==> src/rtl/kbd_pkg.sv <==
// Shared definitions for the PS/2 Set-2 scan-code decoder: FSM states,
// protocol byte values, modifier key codes and mods bit positions.
package kbd_pkg;

  typedef enum logic [2:0] {
    ST_IDLE,
    ST_E0,
    ST_F0,
    ST_E0F0,
    ST_PAUSE
  } kbd_state_t;

  localparam logic [7:0] SC_E0     = 8'hE0;
  localparam logic [7:0] SC_F0     = 8'hF0;
  localparam logic [7:0] SC_E1     = 8'hE1;
  localparam logic [7:0] SC_AA     = 8'hAA;
  localparam logic [7:0] SC_FA     = 8'hFA;
  localparam logic [7:0] SC_FE     = 8'hFE;
  localparam logic [7:0] SC_EE     = 8'hEE;
  localparam logic [7:0] SC_OVR_LO = 8'h00;
  localparam logic [7:0] SC_OVR_HI = 8'hFF;

  localparam logic [7:0] SC_LSHIFT = 8'h12;
  localparam logic [7:0] SC_RSHIFT = 8'h59;
  localparam logic [7:0] SC_CTRL   = 8'h14;  // left plain, right with E0
  localparam logic [7:0] SC_CAPS   = 8'h58;
  localparam logic [7:0] SC_PAUSE  = 8'h77;

  localparam logic [2:0] PAUSE_SKIP = 3'd7;

  localparam int MOD_SHIFT = 0;
  localparam int MOD_CTRL  = 1;
  localparam int MOD_CAPS  = 2;

endpackage

==> src/rtl/kbd_ascii_lut.sv <==
// Combinational Set-2 make-code to ASCII lookup (US layout subset).
// Only built into the decoder when KBD_DEC_ASCII_EN is defined.
module kbd_ascii_lut
  import kbd_pkg::*;
(
  input  logic [7:0] i_code,
  input  logic       i_ext,
  input  logic       i_shift,
  input  logic       i_caps,
  input  logic       i_ctrl,
  output logic       o_valid,
  output logic [7:0] o_ascii
);

  logic [4:0] w_letter;
  logic       w_dig_hit;
  logic [3:0] w_digit;
  logic [7:0] w_sym;

  always_comb begin
    w_letter = 5'd0;
    case (i_code)
      8'h1C: w_letter = 5'd1;   8'h32: w_letter = 5'd2;   8'h21: w_letter = 5'd3;
      8'h23: w_letter = 5'd4;   8'h24: w_letter = 5'd5;   8'h2B: w_letter = 5'd6;
      8'h34: w_letter = 5'd7;   8'h33: w_letter = 5'd8;   8'h43: w_letter = 5'd9;
      8'h3B: w_letter = 5'd10;  8'h42: w_letter = 5'd11;  8'h4B: w_letter = 5'd12;
      8'h3A: w_letter = 5'd13;  8'h31: w_letter = 5'd14;  8'h44: w_letter = 5'd15;
      8'h4D: w_letter = 5'd16;  8'h15: w_letter = 5'd17;  8'h2D: w_letter = 5'd18;
      8'h1B: w_letter = 5'd19;  8'h2C: w_letter = 5'd20;  8'h3C: w_letter = 5'd21;
      8'h2A: w_letter = 5'd22;  8'h1D: w_letter = 5'd23;  8'h22: w_letter = 5'd24;
      8'h35: w_letter = 5'd25;  8'h1A: w_letter = 5'd26;
      default: w_letter = 5'd0;
    endcase
  end

  always_comb begin
    w_dig_hit = 1'b1;
    w_digit   = 4'd0;
    w_sym     = 8'h00;
    case (i_code)
      8'h45: begin w_digit = 4'd0; w_sym = 8'h29; end
      8'h16: begin w_digit = 4'd1; w_sym = 8'h21; end
      8'h1E: begin w_digit = 4'd2; w_sym = 8'h40; end
      8'h26: begin w_digit = 4'd3; w_sym = 8'h23; end
      8'h25: begin w_digit = 4'd4; w_sym = 8'h24; end
      8'h2E: begin w_digit = 4'd5; w_sym = 8'h25; end
      8'h36: begin w_digit = 4'd6; w_sym = 8'h5E; end
      8'h3D: begin w_digit = 4'd7; w_sym = 8'h26; end
      8'h3E: begin w_digit = 4'd8; w_sym = 8'h2A; end
      8'h46: begin w_digit = 4'd9; w_sym = 8'h28; end
      default: w_dig_hit = 1'b0;
    endcase
  end

  always_comb begin
    o_valid = 1'b0;
    o_ascii = 8'h00;
    if (!i_ext && (w_letter != 5'd0)) begin
      o_valid = 1'b1;
      if (i_ctrl)                o_ascii = {3'b000, w_letter};
      else if (i_shift ^ i_caps) o_ascii = 8'h40 + {3'b000, w_letter};
      else                       o_ascii = 8'h60 + {3'b000, w_letter};
    end else if (!i_ext && w_dig_hit) begin
      o_valid = 1'b1;
      o_ascii = i_shift ? w_sym : (8'h30 + {4'h0, w_digit});
    end else begin
      o_valid = 1'b1;
      case ({i_ext, i_code})
        {1'b0, 8'h29}: o_ascii = 8'h20;
        {1'b0, 8'h5A}: o_ascii = 8'h0D;
        {1'b1, 8'h5A}: o_ascii = 8'h0D;
        {1'b0, 8'h66}: o_ascii = 8'h08;
        {1'b0, 8'h76}: o_ascii = 8'h1B;
        {1'b0, 8'h0D}: o_ascii = 8'h09;
        {1'b1, 8'h4A}: o_ascii = 8'h2F;
        default:       o_valid = 1'b0;
      endcase
    end
  end

endmodule

==> src/rtl/kbd_scode_dec.sv <==
// PS/2 Set-2 scan-code decoder: folds E0/F0/E1 prefixes into key events and
// tracks shift/ctrl/caps. ASCII translation is built only with KBD_DEC_ASCII_EN.
module kbd_scode_dec
  import kbd_pkg::*;
#(
  parameter logic [23:0] P_TIMEOUT = 24'd1_000_000
) (
  input  logic       clk,
  input  logic       rst,
  input  logic [7:0] scode,
  input  logic       scode_en,
  output logic [7:0] key_code,
  output logic       key_ext,
  output logic       key_brk,
  output logic       key_en,
  output logic [7:0] ascii,
  output logic       ascii_en,
  output logic [2:0] mods,
  output logic       dev_err
);

  kbd_state_t r_state;
  logic [2:0]  r_skip;
  logic [23:0] r_tmo;
  logic [7:0]  r_key_code, r_ascii;
  logic        r_key_ext, r_key_brk, r_key_en, r_ascii_en, r_dev_err;
  logic        r_shift_l, r_shift_r, r_ctrl_l, r_ctrl_r, r_caps, r_caps_held;

  logic       w_idle, w_ext, w_brk, w_drop, w_err;
  logic       w_shift, w_ctrl, w_lut_valid;
  logic [7:0] w_lut_ascii;

  always_comb begin
    w_idle  = (r_state == ST_IDLE);
    w_ext   = (r_state == ST_E0) || (r_state == ST_E0F0);
    w_brk   = (r_state == ST_F0) || (r_state == ST_E0F0);
    w_drop  = w_idle && ((scode == SC_AA) || (scode == SC_FA) ||
                         (scode == SC_FE) || (scode == SC_EE));
    w_err   = w_idle && ((scode == SC_OVR_LO) || (scode == SC_OVR_HI));
    w_shift = r_shift_l | r_shift_r;
    w_ctrl  = r_ctrl_l | r_ctrl_r;
  end

`ifdef KBD_DEC_ASCII_EN
  kbd_ascii_lut u_lut (
    .i_code  (scode),
    .i_ext   (w_ext),
    .i_shift (w_shift),
    .i_caps  (r_caps),
    .i_ctrl  (w_ctrl),
    .o_valid (w_lut_valid),
    .o_ascii (w_lut_ascii)
  );
`else
  assign w_lut_valid = 1'b0;
  assign w_lut_ascii = 8'h00;
`endif

  always_ff @(posedge clk) begin
    if (rst) begin
      r_state     <= ST_IDLE;
      r_skip      <= 3'd0;
      r_tmo       <= 24'd0;
      r_key_code  <= 8'h00;
      r_key_ext   <= 1'b0;
      r_key_brk   <= 1'b0;
      r_key_en    <= 1'b0;
      r_ascii     <= 8'h00;
      r_ascii_en  <= 1'b0;
      r_dev_err   <= 1'b0;
      r_shift_l   <= 1'b0;
      r_shift_r   <= 1'b0;
      r_ctrl_l    <= 1'b0;
      r_ctrl_r    <= 1'b0;
      r_caps      <= 1'b0;
      r_caps_held <= 1'b0;
    end else begin
      r_key_en   <= 1'b0;
      r_ascii_en <= 1'b0;
      r_dev_err  <= 1'b0;
      if (scode_en) begin
        r_tmo <= 24'd0;
        if (r_state == ST_PAUSE) begin
          r_skip <= r_skip - 3'd1;
          if (r_skip == 3'd1) begin
            r_key_code <= SC_PAUSE;
            r_key_ext  <= 1'b1;
            r_key_brk  <= 1'b0;
            r_key_en   <= 1'b1;
            r_ascii    <= 8'h00;
            r_state    <= ST_IDLE;
          end
        end else if (w_idle && (scode == SC_E0)) begin
          r_state <= ST_E0;
        end else if (w_idle && (scode == SC_F0)) begin
          r_state <= ST_F0;
        end else if (w_idle && (scode == SC_E1)) begin
          r_state <= ST_PAUSE;
          r_skip  <= PAUSE_SKIP;
        end else if ((r_state == ST_E0) && (scode == SC_F0)) begin
          r_state <= ST_E0F0;
        end else if (w_err) begin
          r_dev_err <= 1'b1;
        end else if (!w_drop) begin
          r_key_code <= scode;
          r_key_ext  <= w_ext;
          r_key_brk  <= w_brk;
          r_key_en   <= 1'b1;
          r_ascii    <= (w_lut_valid && !w_brk) ? w_lut_ascii : 8'h00;
          r_ascii_en <= w_lut_valid && !w_brk;
          r_state    <= ST_IDLE;
          if (!w_ext && (scode == SC_LSHIFT)) r_shift_l <= !w_brk;
          if (!w_ext && (scode == SC_RSHIFT)) r_shift_r <= !w_brk;
          if (!w_ext && (scode == SC_CTRL))   r_ctrl_l  <= !w_brk;
          if (w_ext && (scode == SC_CTRL))    r_ctrl_r  <= !w_brk;
          // Only the first make after a release toggles, so typematic repeats are ignored.
          if (!w_ext && (scode == SC_CAPS)) begin
            r_caps_held <= !w_brk;
            if (!w_brk && !r_caps_held) r_caps <= !r_caps;
          end
        end
      end else if (!w_idle) begin
        if (r_tmo == (P_TIMEOUT - 24'd1)) begin
          r_state <= ST_IDLE;
          r_tmo   <= 24'd0;
          r_skip  <= 3'd0;
        end else begin
          r_tmo <= r_tmo + 24'd1;
        end
      end
    end
  end

  assign key_code = r_key_code;
  assign key_ext  = r_key_ext;
  assign key_brk  = r_key_brk;
  assign key_en   = r_key_en;
  assign ascii    = r_ascii;
  assign ascii_en = r_ascii_en;
  assign dev_err  = r_dev_err;

  always_comb begin
    mods            = 3'b000;
    mods[MOD_SHIFT] = w_shift;
    mods[MOD_CTRL]  = w_ctrl;
    mods[MOD_CAPS]  = r_caps;
  end

endmodule
==> config.mk <==
export PLATFORM = sky130hd
export DESIGN_NAME = kbd_scode_dec
export DESIGN_NICKNAME = d
export VERILOG_FILES = /design/src/rtl/kbd_pkg.sv /design/src/rtl/kbd_ascii_lut.sv /design/src/rtl/kbd_scode_dec.sv
export SDC_FILE = /design/constraint.sdc
export NUM_CORES = 1
export LEC_CHECK = 0
export BUFFER_PORTS_ARGS = -buffer_cell sky130_fd_sc_hd__buf_2
export CAP_MARGIN = 5
export CORE_UTILIZATION = 36
export CTS_CLUSTER_DIAMETER = 100
export DETAILED_ROUTE_END_ITERATION = 7
export PLACE_DENSITY = 0.54
export SLEW_MARGIN = 20
export SYNTH_ARGS = -nofsm -noshare
export SYNTH_HDL_FRONTEND = slang
export SYNTH_HIERARCHICAL = 1
export SYNTH_SLANG_ARGS = --single-unit
==> constraint.sdc <==
create_clock -name clk -period 1.8 [get_ports clk]
set_input_delay 0.27 -clock clk [delete_from_list [all_inputs] [get_ports clk]]
set_output_delay 0.27 -clock clk [all_outputs]
set_load 0.02 [all_outputs]
# After elaboration in Yosys (flattened, before gate mapping)
# Cells that the tools add are included.
[word_totals] output_inout_bits=24 word_cells=154 ff_bits=56 inputBits=11
[op_classes] n_reduce_logical=37 mux=58 n_bitwise=10 eq_ne=32 addsub=2
[ops] cell="8-bit two-way mux" n=16
[ops] cell="8-bit == test, second input constant" n=8
[ops] cell="3-bit two-way mux" n=16
[ops] cell="9-bit AND reduction" n=5
[ops] cell="1-bit two-way mux" n=25
[ops] cell="24-bit by 1-bit adder with 24-bit output, second input constant" n=1
[ops] cell="24-bit by 20-bit == test with 1-bit output, second input constant" n=1
[ops] cell="24-bit two-way mux" n=1
[ops] cell="8-bit by 5-bit == test with 1-bit output, second input constant" n=2
[ops] cell="8-bit by 7-bit == test with 1-bit output, second input constant" n=2
[ops] cell="7-bit by 2-bit inequality test with 1-bit output, second input constant" n=2
[ops] cell="1-bit logical AND" n=12
[ops] cell="2-bit inequality test, second input constant" n=5
[ops] cell="10-bit AND reduction" n=1
[ops] cell="5-bit AND reduction" n=2
[ops] cell="8-bit logical NOT" n=1
[ops] cell="1-bit inverter" n=8
[ops] cell="8-bit AND reduction" n=1
[ops] cell="7-bit OR reduction" n=1
[ops] cell="3-bit by 1-bit == test with 1-bit output, second input constant" n=2
[ops] cell="3-bit by 2-bit == test with 1-bit output, second input constant" n=2
[ops] cell="1-bit logical OR" n=6
[ops] cell="2-bit by 1-bit inequality test with 1-bit output, second input constant" n=3
[ops] cell="3-bit inequality test, second input constant" n=2
[ops] cell="9 further kinds" n=14

# Depth between registers and ports, before layout
[depth] word_depth=13 depth_mapped=8 depth_no_buf=7

# Least setup slack after synthesis
# Ideal clock, no wire load.
[synth_path] kind="register to register" from="register r_tmo[10]" to="register r_tmo[5]" setup_ns=0.115 arrival_time_ns=1.820 n_path_buf=2 stages_incl_launch_ff=8 setup_slack_ns=-0.134 t_required_ns=1.685 path_cell_list="dfxtp_1 -> or4_1 -> or3_1 -> o31a_1 -> nand2b_1 -> buf_6 -> buf_12 -> nor2_1"
[synth_between] elab_chain_len=2
[synth_lines] item="start, declared" line="kbd_scode_dec.sv:24" source="logic [23:0] r_tmo;"
[synth_lines] item="start signal, assigned" line="kbd_scode_dec.sv:128" source="r_tmo <= r_tmo + 24'd1;"
[synth_lines] item="24-bit by 20-bit == test with 1-bit output" line="kbd_scode_dec.sv:123" source="if (r_tmo == (P_TIMEOUT - 24'd1)) begin"
[synth_lines] item="24-bit two-way mux" line="kbd_scode_dec.sv:123"
# No other way between the ends.
# A chain may end at the register's enable or synchronous reset.

# Final worst setup path
[layout_path] from="register r_tmo[23]" to="register r_state[0]"
[layout_between] elab_chain_len=3
[layout_lines] item="24-bit by 20-bit == test with 1-bit output" line="kbd_scode_dec.sv:123"
[layout_lines] item="2-bit nonzero test (no source line)"
[layout_lines] item="5-bit AND reduction (no source line)"
[layout_lines] item="end signal, assigned" line="kbd_scode_dec.sv:101" source="r_state <= ST_E0F0;"
[layout_lines] item="end signal, assigned" line="kbd_scode_dec.sv:111" source="r_state <= ST_IDLE;"
[layout_lines] item="end signal, assigned" line="kbd_scode_dec.sv:124" source="r_state <= ST_IDLE;"
[layout_lines] item="end, declared" line="kbd_scode_dec.sv:22" source="kbd_state_t r_state;"
# No other way between the ends.

==> impl_metrics.tcl <==
set metrics [dict create \
    clock_latency_ns 0.30 \
    synth_top_area_share_pct 37.4 \
    antenna_found_initial 0 \
    worstMarginPinSlew_ns 0.596 \
    p_sw_share_pct 26.6 \
    ios 35 \
    insertedDiodeCount 0 \
    synth.distinct_cells 53 \
    io_buffers 25 \
    cap_violations 0 \
    hold_viol_final 0 \
    grt_pass1_vias 2047 \
    worst_hold_path_type "input port to flop" \
    synth_cells 297 \
    violations "setup timing" \
    critPathCaptureType "flop" \
    cts_tree "yes" \
    numClockSinks 48 \
    worstPathMaxFanout 3 \
    intPower_mw 1.50 \
    cp_common_cell "or3_4" \
    final_cells 460 \
    max-clock-path-buffers 2 \
    numCtsBuffers 5 \
    syn-cell-area_mm2 0.00257 \
    layout-drive-gt1-share_pct 36.0 \
    n_fill_cell 693 \
    startpoint_type "flop" \
    grt_first_pass_wirelength_um 9660 \
    slew_viol_final 0 \
    grt_max_degree 25 \
    dp_cells 449 \
    die_w_um 86.5 \
    first_iter_violations 98 \
    final_antenna_net_count 0 \
    start_util_pct 37.6 \
    h-tree-depth 2 \
    track_usage_pct 16.5 \
    std_cell_rows 30 \
    vias 2271 \
    min_period_over_period_pct 109 \
    placeableCoreArea_mm2 0.00683 \
    synth_area_per_cell_um2 8.65 \
    arrival_ns 2.16 \
    min_period_ns 1.97 \
    fmax_mhz 508 \
    gr-total-overflow 0 \
    syn_to_final_growth_pct 29.2 \
    die_h_um 86.5 \
    totalWireLength_um 6000 \
    vdd_ir_drop_max_mv 0.288 \
    drc 0 \
    pwr-share-comb_pct 12.6 \
    yosysWarningCount 6 \
    fin_skew_ns 0.00632 \
    wire_per_inst_um 13.1 \
    postCtsHoldBufs 0 \
    ys.flop_type "dfxtp_1" \
    synth.area.top_cells "dfxtp_1 37%, xor2_1 5.8%, nor2_1 5.6%" \
    p_seq_share_pct 53.5 \
    synth-edff-count 0 \
    cellPowerDensity_mw_per_mm2 615 \
    place.gp.congestion 0.793 \
    leakagePower_nw 1.34 \
    setup_ws_ns -0.168 \
    place_hpwl_um 4310 \
    setup_tns_ns -4.99 \
    clock-root-buffer "clkbuf_8" \
    crit_path_max_incr_delay_ns 0.52 \
    dr.pass1.iters 4 \
    clock_power_share_pct 33.9 \
    p_switching_mw 0.542 \
    die_area_mm2 0.00748 \
    nets 377 \
    synth_largest_area_cell "dfxtp_1" \
    rsz0062_at_grt "yes" \
    synth_seq_area_share_pct 37.4 \
    crit_chain "or4_4, or3_4, or3_4, o22ai_4, o31ai_2" \
    viasPerCell 4.94 \
    synth.ff_latch_count 48 \
    relSlewSlack_pct 59.6 \
    required_ns 1.99 \
    clk_pin_slew_ns 0.09 \
    outcome "finished, violations left" \
    crit_type "flop to flop" \
    cpMaxStageDelayCell "or4_4" \
    setup_viol 40 \
    synthArstFlopShare_pct 0 \
]
## power by group through the flow
| stage | registers, mW | logic (mW) | clock network (mW) |
|---|---|---|---|
| CTS | 1.09 | 0.249 | 0.720 |
| detailed placement | 1.12 | 0.242 | 0 |
| global route | 1.09 | 0.280 | 0.764 |
| floorplan | 1.13 | 0.144 | 0 |
| finish | 1.09 | 0.258 | 0.691 |
| global placement | 1.12 | 0.242 | 0 |
## cell families after synthesis
kind of cell,after synthesis,synth area share (%)
other,1,0.146
adders and majority gates,3,1.46
DFF,48,37.4
AOI/OAI and AO/OA,36,9.98
and+or+nand+nor,146,31.5
buffers and inverters,33,9.06
muxes,6,2.34
xor gates and xnor gates,24,8.18
## final cells by class
type                       count  area (um^2)  share of cell area [%]
sequential                    48          967                    29.1
timing repair buffer          77          536                    16.1
clock buffer                   6         82.6                    2.49
clock inverter                 2         13.8                   0.415
tap                           96          120                    3.62
inverter                       5         18.8                   0.565
multi-input combinational    226         1580                    47.6
## metal layers
metal	part of all wire, %	routed length, um	global-route usage (%)
met1	50	3020	22.4
met2	46	2740	26.9
met3	2.7	162	2.86
met4	1.4	82	4.55
met5	0	0	0
## layout by cell type, fill, tap and decap left out, drive strengths merged, types with 7 or more instances in the layout
cell type	n
dfxtp	48
nor2	38
o21ai	7
conb	9
nand2b	7
buf	77
nand2	12
nand3	12
xnor2	7
a21oi	16
nor4	13
nor3	14
or3	9
xor2	17
nand4	15
## sequential cells by signal, indices dropped and copies added (netlist names)
register,cells
r_tmo,24
key_code,8
r_skip,3
r_state,3
dev_err,1
key_brk,1
key_en,1
key_ext,1
r_caps,1
r_caps_held,1
r_ctrl_l,1
r_ctrl_r,1
r_shift_l,1
r_shift_r,1
## repair_timing
action | 4_1_cts | 5_1_grt
cloned | 0 | 2
setup endpoints to repair | 41 | 41
buffers inserted | 0 | 3
hold endpoints to repair | 0 | 0
resized for setup | 10 | 23
pin swaps | 3 | 20
## metrics by stage
stage	hold WS, ns	instance area, um^2	total power [mW]	utilization (%)	setup WS, ns
global route	0.296	3320	2.14	48.6	-0.220
global placement	0.464	3070	1.36	44.9	-0.184
finish	0.283	3320	2.04	48.6	-0.168
CTS	0.279	3210	2.06	47.1	-0.163
floorplan	0.420	2630	1.28	-	-0.103
detailed placement	0.471	3070	1.36	44.9	-0.190
## critical path, delay by kind of cell, from the launching register on
kind	cells	cell delay, ns
simple gates	3	1.27
flops	1	0.33
compound gates	2	0.27
## cells in the mapped netlist, drive strengths merged, types with 6 or more instances
cell and number:
a21oi 16, nor2 38, nand2b 6, o21ai 7, xnor2 7, dfxtp 48
nand4 15, nand2 12, xor2 17, clkbuf 8, nand3 12, or3 9
buf 20, nor3 14, nor4 13, mux2i 6
## worst paths after layout
kind	start	cells after the start	slack (ns)	to
worst max-delay path	r_tmo[23]	5	-0.17	r_state[0]
worst min-delay path	scode[7]	3	0.28	key_code[7]
worst max register to register	r_tmo[23]	5	-0.17	r_state[0]
worst min register to register	key_code[7]	2	0.48	key_code[7]
Power figures use the tool's default switching activity.
